--- src/rtl/pc_sequencer.sv ---
// Fetch-stage program-counter sequencer: sequential advance, stall/flush/redirect
// handling with target alignment checking, and a circular return-address stack.
module pc_sequencer #(
  parameter int unsigned          XLEN         = 32,
  parameter int unsigned          INC          = 4,
  parameter logic [XLEN-1:0]      RESET_VECTOR = '0,
  parameter int unsigned          ALIGN_BITS   = 2,
  parameter int unsigned          RAS_DEPTH    = 4
) (
  input  logic            clock,
  input  logic            reset,
  input  logic            stall,
  input  logic            flush,
  input  logic [XLEN-1:0] flush_target,
  input  logic            branch_taken,
  input  logic [XLEN-1:0] branch_target,
  input  logic            jump,
  input  logic [XLEN-1:0] jump_target,
  input  logic            call,
  input  logic            ret,
  output logic [XLEN-1:0] pc,
  output logic [XLEN-1:0] pc_plus_inc,
  output logic            pc_valid,
  output logic            misaligned,
  output logic            ras_empty,
  output logic            ras_full,
  output logic            ras_underflow,
  output logic [1:0]      dbg_state
);

  localparam int unsigned PW = $clog2(RAS_DEPTH);
  localparam int unsigned CW = $clog2(RAS_DEPTH + 1);
  localparam logic [XLEN-1:0] INC_V      = XLEN'(INC);
  localparam logic [XLEN-1:0] ALIGN_MASK = (XLEN'(1) << ALIGN_BITS) - XLEN'(1);

  typedef enum logic [1:0] {
    BOOT  = 2'd0,
    RUN   = 2'd1,
    FAULT = 2'd2
  } state_t;

  state_t            state, state_n;
  logic [XLEN-1:0]   pc_n;
  logic              push, pop, underflow_n;
  logic [XLEN-1:0]   ras [RAS_DEPTH];
  logic [PW-1:0]     ptr;
  logic [CW-1:0]     count;
  logic [PW-1:0]     top_idx;
  logic [XLEN-1:0]   redirect_target;

  assign top_idx         = ptr - PW'(1);
  assign redirect_target = branch_taken ? branch_target : jump_target;

  assign pc_valid   = (state == RUN);
  assign misaligned = (state == FAULT);
  assign ras_empty  = (count == '0);
  assign ras_full   = (count == CW'(RAS_DEPTH));
  assign dbg_state  = state;

  always_comb begin
    state_n     = state;
    pc_n        = pc;
    push        = 1'b0;
    pop         = 1'b0;
    underflow_n = 1'b0;
    case (state)
      BOOT: state_n = RUN;
      RUN: begin
        if (flush) begin
          pc_n = flush_target;
        end else if (branch_taken || jump) begin
          if ((redirect_target & ALIGN_MASK) != '0) begin
            state_n = FAULT;
          end else begin
            pc_n = redirect_target;
            push = jump && call;
          end
        end else if (stall) begin
          pc_n = pc;
        end else if (ret) begin
          if (!ras_empty) begin
            pc_n = ras[top_idx];
            pop  = 1'b1;
          end else begin
            pc_n        = pc + INC_V;
            underflow_n = 1'b1;
          end
        end else begin
          pc_n = pc + INC_V;
        end
      end
      FAULT: begin
        if (flush) begin
          state_n = RUN;
          pc_n    = flush_target;
        end
      end
      default: state_n = BOOT;
    endcase
  end

  always_ff @(posedge clock or negedge reset) begin
    if (!reset) begin
      state         <= BOOT;
      pc            <= RESET_VECTOR;
      pc_plus_inc   <= RESET_VECTOR + INC_V;
      ras_underflow <= 1'b0;
      ptr           <= '0;
      count         <= '0;
    end else begin
      state         <= state_n;
      pc            <= pc_n;
      pc_plus_inc   <= pc_n + INC_V;
      ras_underflow <= underflow_n;
      // A push into a full stack overwrites the oldest entry; count saturates.
      if (push) begin
        ptr <= ptr + PW'(1);
        if (!ras_full) count <= count + CW'(1);
      end else if (pop) begin
        ptr   <= top_idx;
        count <= count - CW'(1);
      end
    end
  end

  // Entry storage carries no reset; count alone defines which entries are live.
  always_ff @(posedge clock) begin
    if (push) ras[ptr] <= pc_plus_inc;
  end

endmodule
--- config.mk ---
export PLATFORM = sky130hd
export DESIGN_NAME = pc_sequencer
export DESIGN_NICKNAME = d
export VERILOG_FILES = /design/src/rtl/pc_sequencer.sv
export SDC_FILE = /design/constraint.sdc
export NUM_CORES = 1
export LEC_CHECK = 0
export CAP_MARGIN = 5
export CELL_PAD_IN_SITES_DETAIL_PLACEMENT = 0
export CELL_PAD_IN_SITES_GLOBAL_PLACEMENT = 1
export CORE_ASPECT_RATIO = 1.75
export CORE_UTILIZATION = 43
export CTS_CLUSTER_SIZE = 40
export DETAILED_ROUTE_END_ITERATION = 10
export MAX_ROUTING_LAYER = met4
export PLACE_DENSITY_LB_ADDON = 0.1
export SYNTH_ARGS = -nofsm -noshare
export SYNTH_HDL_FRONTEND = slang
export SYNTH_SLANG_ARGS = --single-unit
--- constraint.sdc ---
create_clock -name clock -period 5.7 [get_ports clock]
set_clock_uncertainty 0.15 [all_clocks]
set_input_delay 1.14 -clock clock [delete_from_list [all_inputs] [get_ports clock]]
set_output_delay 1.14 -clock clock [all_outputs]
set_load 0.03 [all_outputs]
### Word level (Yosys, flattened, before mapping)

Memory sizes are Yosys's and may differ from the RTL's.
Index checks and enable logic that the tools add are counted.

| storage, ports and cells | value |
|---|---|
| memories kept | 1 |
| register bits after elaboration | 72 |
| RAM bits | 128 |
| output and inout bits | 71 |
| logic and storage cells | 66 |

Memory list:

| memory | depth | width | rd ports | clocked after memory_dff | write ports | line | text |
|---|---|---|---|---|---|---|---|
| ras | 4 | 32 | 1 | 0 | 1 | 45 | `logic [XLEN-1:0] ras [RAS_DEPTH];` |

| operators by class | value |
|---|---|
| equal/unequal tests | 8 |
| muxes and demuxes | 37 |
| reductions and logical operators | 8 |
| add/sub/neg operators | 6 |

Operators with widths:

| kind | count |
|---|---|
| two-way mux 32 bit | 8 |
| adder 32 x 3 -> 32 bit (second input constant) | 2 |
| one-hot mux 32 bit (2 select lines) | 1 |
| nonzero test 32 bit | 1 |
| two-way mux 1 bit | 18 |
| two-way mux 2 bit | 6 |
| two-way mux 3 bit | 3 |
| inequality test 2 bit (second input constant) | 3 |
| one-hot mux 2 bit (3 select lines) | 1 |
| inequality test 2 x 1 -> 1 bit (second input constant) | 2 |
| AND reduction 4 bit | 1 |
| adder 3 x 1 -> 3 bit (second input constant) | 1 |
| == test 3 bit (second input constant) | 1 |
| zero test 3 bit | 1 |
| subtractor 3 x 1 -> 3 bit (second input constant) | 1 |
| adder 2 x 1 -> 2 bit (second input constant) | 1 |
| == test 2 x 1 -> 1 bit (second input constant) | 1 |
| == test 2 bit (second input constant) | 1 |
| zero test 2 bit | 1 |
| AND reduction 2 bit | 1 |
| nonzero test 2 bit | 1 |
| subtractor 2 x 1 -> 2 bit (second input constant) | 1 |
| logical AND 1 bit | 1 |
| logical OR 1 bit | 1 |

### Logic depth before layout (Yosys ltp)

| logic depth | value |
|---|---|
| depth in word-level cells | 9 |
| mapped depth | 21 |
| depth with buffers taken out | 13 |

### Worst setup path before layout

Ideal clock, no wire load.

| path | value |
|---|---|
| path type | reg-to-reg |
| from | register ptr[0] |
| to | register pc_plus_inc[22] |
| arrival time | 3.819 ns |
| path slack | 1.600 ns |
| stages on the path, launching flop included | 22 |
| period minus slack after synthesis | 4.100 ns |
| cells stage by stage | dfrtp_1 > buf_4 > buf_4 > buf_4 > buf_4 > inv_1 > ha_1 > buf_2 > buf_4 > buf_2 > mux4_2 > nand4_1 > a22oi_1 > a21oi_1 > inv_1 > ha_1 > and3_1 > and4b_1 > buf_2 > and2_1 > nand3_1 > xnor2_1 |

| on the way | value |
|---|---|
| word-level cells in the longest chain between the ends | 9 |

RTL lines:

| element | line | text |
|---|---|---|
| start, declared | 46 | `logic [PW-1:0] ptr;` |
| start signal, assigned | 117 | `ptr <= ptr + PW'(1);` |
| start signal, assigned | 120 | `ptr <= top_idx;` |
| subtractor 2 x 1 -> 2 bit | 51 | `assign top_idx = ptr - PW'(1);` |
| memory (4 x 32 bit) | - |  |
| two-way mux 32 bit | 81 | `if (!ras_empty) begin` |
| two-way mux 32 bit | 80 | `end else if (ret) begin` |
| two-way mux 32 bit | 78 | `end else if (stall) begin` |
| two-way mux 32 bit | 71 | `end else if (branch_taken \|\| jump) begin` |
| two-way mux 32 bit | 69 | `if (flush) begin` |
| one-hot mux 32 bit (2 select lines) | 66 | `case (state)` |
| via pc_n[2] | 43 | `logic [XLEN-1:0] pc_n;` |
| adder 32 x 3 -> 32 bit | 113 | `pc_plus_inc <= pc_n + INC_V;` |
| end signal, assigned | 106 | `pc_plus_inc <= RESET_VECTOR + INC_V;` |
| end signal, assigned | 113 |  |
| end, declared | 22 | `output logic [XLEN-1:0] pc_plus_inc,` |

The timed path passes the listed nets, and every way through them passes these cells.
A chain may end at the register's enable or synchronous reset.

### Final worst setup path

| path | value |
|---|---|
| from | input port jump_target[0] |
| to | register pc_plus_inc[22] |

| on the way | value |
|---|---|
| word-level cells in the longest chain between the ends | 7 |

RTL lines:

| element | line | text |
|---|---|---|
| start, declared | 18 | `input logic [XLEN-1:0] jump_target,` |
| two-way mux 32 bit | 52 | `assign redirect_target = branch_taken ? branch_target : jump_target;` |
| nonzero test 32 bit | 72 | `if ((redirect_target & ALIGN_MASK) != '0) begin` |
| two-way mux 32 bit | 72 |  |
| two-way mux 32 bit | 71 |  |
| two-way mux 32 bit | 69 |  |
| one-hot mux 32 bit (2 select lines) | 66 |  |
| via pc_n[2] | 43 |  |
| adder 32 x 3 -> 32 bit | 113 |  |

The timed path passes the listed nets, and every way through them passes these cells.

==> impl_metrics.tcl <==
set metrics [dict create \
    cts_tree "yes" \
    top_usage_layer "met2" \
    combPwrFrac_pct 49.3 \
    die_x_um 122 \
    fin_nets 1200 \
    reg2reg_from "dbg_state[1]" \
    hp-class "in -> async" \
    vias_per_cell 6.26 \
    drtIter0Drc 787 \
    ioPinCount 175 \
    power_density_nw_per_um2 507 \
    grt_pass1_vias 8790 \
    p_seq_share_pct 32.7 \
    fillers 2199 \
    vias 8832 \
    rrSetupSlack_ns 1.43 \
    clk_pin_slew_worst_paths_ns 0.07 \
    drive_gt1_share_pct 13.8 \
    final-setup-viol-count 0 \
    yosys.area.top_type_share_pct 35.4 \
    period_share_pct 85.6 \
    p_leak_uw 0.00474 \
    ys_async_sr_fraction_pct 35.4 \
    p_clk_share_pct 17.9 \
    dp_slack_ns 0.433 \
    globalRouteOverflowTotal 0 \
    cts.path.max_buffers 2 \
    start_util_pct 43.9 \
    drv_cap 0 \
    synth_seq_area_share_pct 51.6 \
    wl_per_cell_um 27.5 \
    cts-buffers-inserted 17 \
    dp_hpwl_mm 29.0 \
    clkLatencyLatePin_ns 0.46 \
    swShare_pct 44.3 \
    port_buffers 174 \
    row_count 76 \
    met1_usage_pct 38.6 \
    synthTopCellsByArea "edfxtp_1, dfrtp_1, mux4_2" \
    postSynthAreaPerCell_um2 11.7 \
    ant_nets 0 \
    final_hold_viol_count 0 \
    p_int_uw 3820 \
    switching_power_uw 3040 \
    synth_cells 925 \
    placed_area_um2 12900 \
    critPathKind "in -> reg" \
    synth_edf_count 128 \
    drtPass1Iterations 6 \
    slew_headroom_pct 19.4 \
    crit_start "jump_target[0]" \
    required_ns 5.87 \
    arrival_ns 5.05 \
    cp_max_fo 12 \
    synthDistinctLibCells 89 \
    ctsHtreeMaxLevel 4 \
    cts_hold_buffers 0 \
    syn_to_final_growth_pct 24.6 \
    r2r_cells 13 \
    ctsResizeCount 0 \
    clockRootBuffer "clkbuf_16" \
    critPathCapture "pc_plus_inc[22]" \
    cts.sink_count 198 \
    antenna_found_initial 1 \
    synth_area_leader_cell "edfxtp_1" \
    syn_nets 1040 \
    drc_errors 0 \
    rsz0062_at_grt "no" \
    endpoint_kind "flop" \
    status "finished clean" \
    grtUsageMet2_pct 50.4 \
    post-cts-setup-buffer-count 0 \
    wl_mm 38.7 \
    design_area_um2 13500 \
    die_area_um2 25900 \
    yosysMostFrequentCell "edfxtp_1" \
    synthFlopType "edfxtp_1" \
    placed_cells 1378 \
    fp.coreArea_um2 24700 \
    final_cell_count_no_fill 1411 \
    synth_area_um2 10900 \
    yosys_warnings 0 \
    grt_usage_pct 31.8 \
    r2r-end "pc_plus_inc[22]" \
    clock.fmax_mhz 205 \
    synthTopCellsByCount "edfxtp_1, dfrtp_1, nand2_1, nor2_1, o21ai_0" \
    die_h_um 212 \
    slew_viol_final 0 \
    setup_tns_ns 0 \
    routabilityCongestion 0.979 \
    grt_use_met3_pct 4.72 \
    layout_min_cycle_time_ns 4.88 \
    peakVddDrop_v 0.000394 \
    synth-seq-cells 198 \
    setup_slack_ns 0.820 \
    worst_slew_pin_slew_ns 1.20 \
    grt_max_degree 62 \
    grt_pass1_wl_mm 56.4 \
    cp-start-kind "primary input" \
]
==> power by group through the flow <==
stage / logic [µW] / registers, µW / clock network (µW)
finish: 3380 / 2240 / 1230
global route: 3570 / 2280 / 1310
CTS: 3360 / 2240 / 1250
detailed placement: 3340 / 2260 / 0
global placement: 3340 / 2260 / 0
floorplan: 1840 / 2390 / 0
==> kinds of logic (layout without fill, tap and decap cells) <==
group                    count (synthesis)  after routing  synth area share, %
AO/OA/AOI/OAI                          235            235                 16.3
XOR/XNOR                                34             34                 2.74
adder cells (fa/ha/maj)                 11             11                 1.34
buffers and inverters                  106            279                 4.36
flip-flops                             198            198                 51.6
multiplexers                            65             65                 9.82
other                                    0              1                    0
AND/OR/NAND/NOR                        276            276                 13.9
==> state kept, by name (all words and copies together) (netlist names), named ones only <==
name,count
count,3
ptr,2
ras,128
pc,30
ras_underflow,1
dbg_state,2
pc_plus_inc,30
==> worst min path at each step <==
stage | depth (start not counted) | start | slack (ns) | to
finish | 1 | reset | 0.36 | pc_plus_inc[6]
global route | 1 | reset | 0.35 | count[1]
CTS | 1 | reset | 0.35 | count[0]
detailed placement | 0 | pc_plus_inc[21] | 0.36 | ras[3][21]
global placement | 0 | pc_plus_inc[21] | 0.36 | ras[3][21]
floorplan | 1 | count[2] | 0.40 | count[2]
==> layout by cell type (no fill, tap or decap), drive strengths merged, types with 6 or more instances in the layout <==
master / Yosys / routed
o211ai: 17 / 17
xnor2: 29 / 29
or2: 7 / 7
o21ai: 45 / 45
dfrtp: 69 / 69
a21oi: 31 / 31
a221oi: 8 / 8
and2: 12 / 12
ha: 10 / 10
nand4: 20 / 20
mux4: 32 / 32
a222oi: 13 / 13
nor4: 13 / 13
clkdlybuf4s50: 0 / 172
o311ai: 6 / 6
a211oi: 11 / 11
buf: 34 / 41
edfxtp: 128 / 128
o221ai: 17 / 17
and3: 14 / 14
a221o: 7 / 7
nand3: 30 / 30
clkbuf: 38 / 17
nand2: 64 / 64
mux2: 12 / 12
a22o: 11 / 11
o31ai: 8 / 8
nor2: 51 / 51
nor3: 19 / 19
a31oi: 13 / 13
nand2b: 7 / 7
nor3b: 6 / 6
clkinv: 1 / 7
inv: 33 / 38
nor2b: 9 / 9
mux2i: 21 / 21
==> worst max-delay path, stage by stage <==
cell             delay [ns]
clkdlybuf4s50_1        0.46
or2_2                  0.46
a221oi_1               0.95
o221ai_1               0.29
a21oi_1                0.42
inv_1                  0.11
ha_1                   0.22
and3_1                 0.19
and4b_1                0.36
and2_1                 0.27
nand3_1                0.10
xnor2_1                0.07
==> through the flow <==
| stage | total power (µW) | utilization (%) | hold WS, ns |
|---|---|---|---|
| global placement | 5600 | 52.3 | 0.361 |
| global route | 7160 | 54.7 | 0.353 |
| CTS | 6850 | 54.7 | 0.348 |
| floorplan | 4230 | - | 0.403 |
| finish | 6850 | 54.7 | 0.360 |
| detailed placement | 5600 | 52.3 | 0.364 |
==> area by class of cell <==
cell class | instances | area [µm²] | area share, %
multi-input cells | 621 | 4790 | 35.4
flip-flops and latches | 198 | 5600 | 41.4
diodes | 1 | 2.50 | 0.0185
clock inverters | 15 | 174 | 1.29
inverters | 34 | 128 | 0.943
repair buffers | 213 | 2030 | 15.0
well taps | 312 | 390 | 2.88
clock buffers | 17 | 425 | 3.14
==> per-layer routing <==
layer	share of wire [%]	vias to the layer above	wire length, µm
li1	-	3931	-
met3	6.0	96	2310
met1	39	4379	15100
met5	0	-	0
met2	49	426	19100
met4	5.8	0	2260
Power figures use the tool's default switching activity.
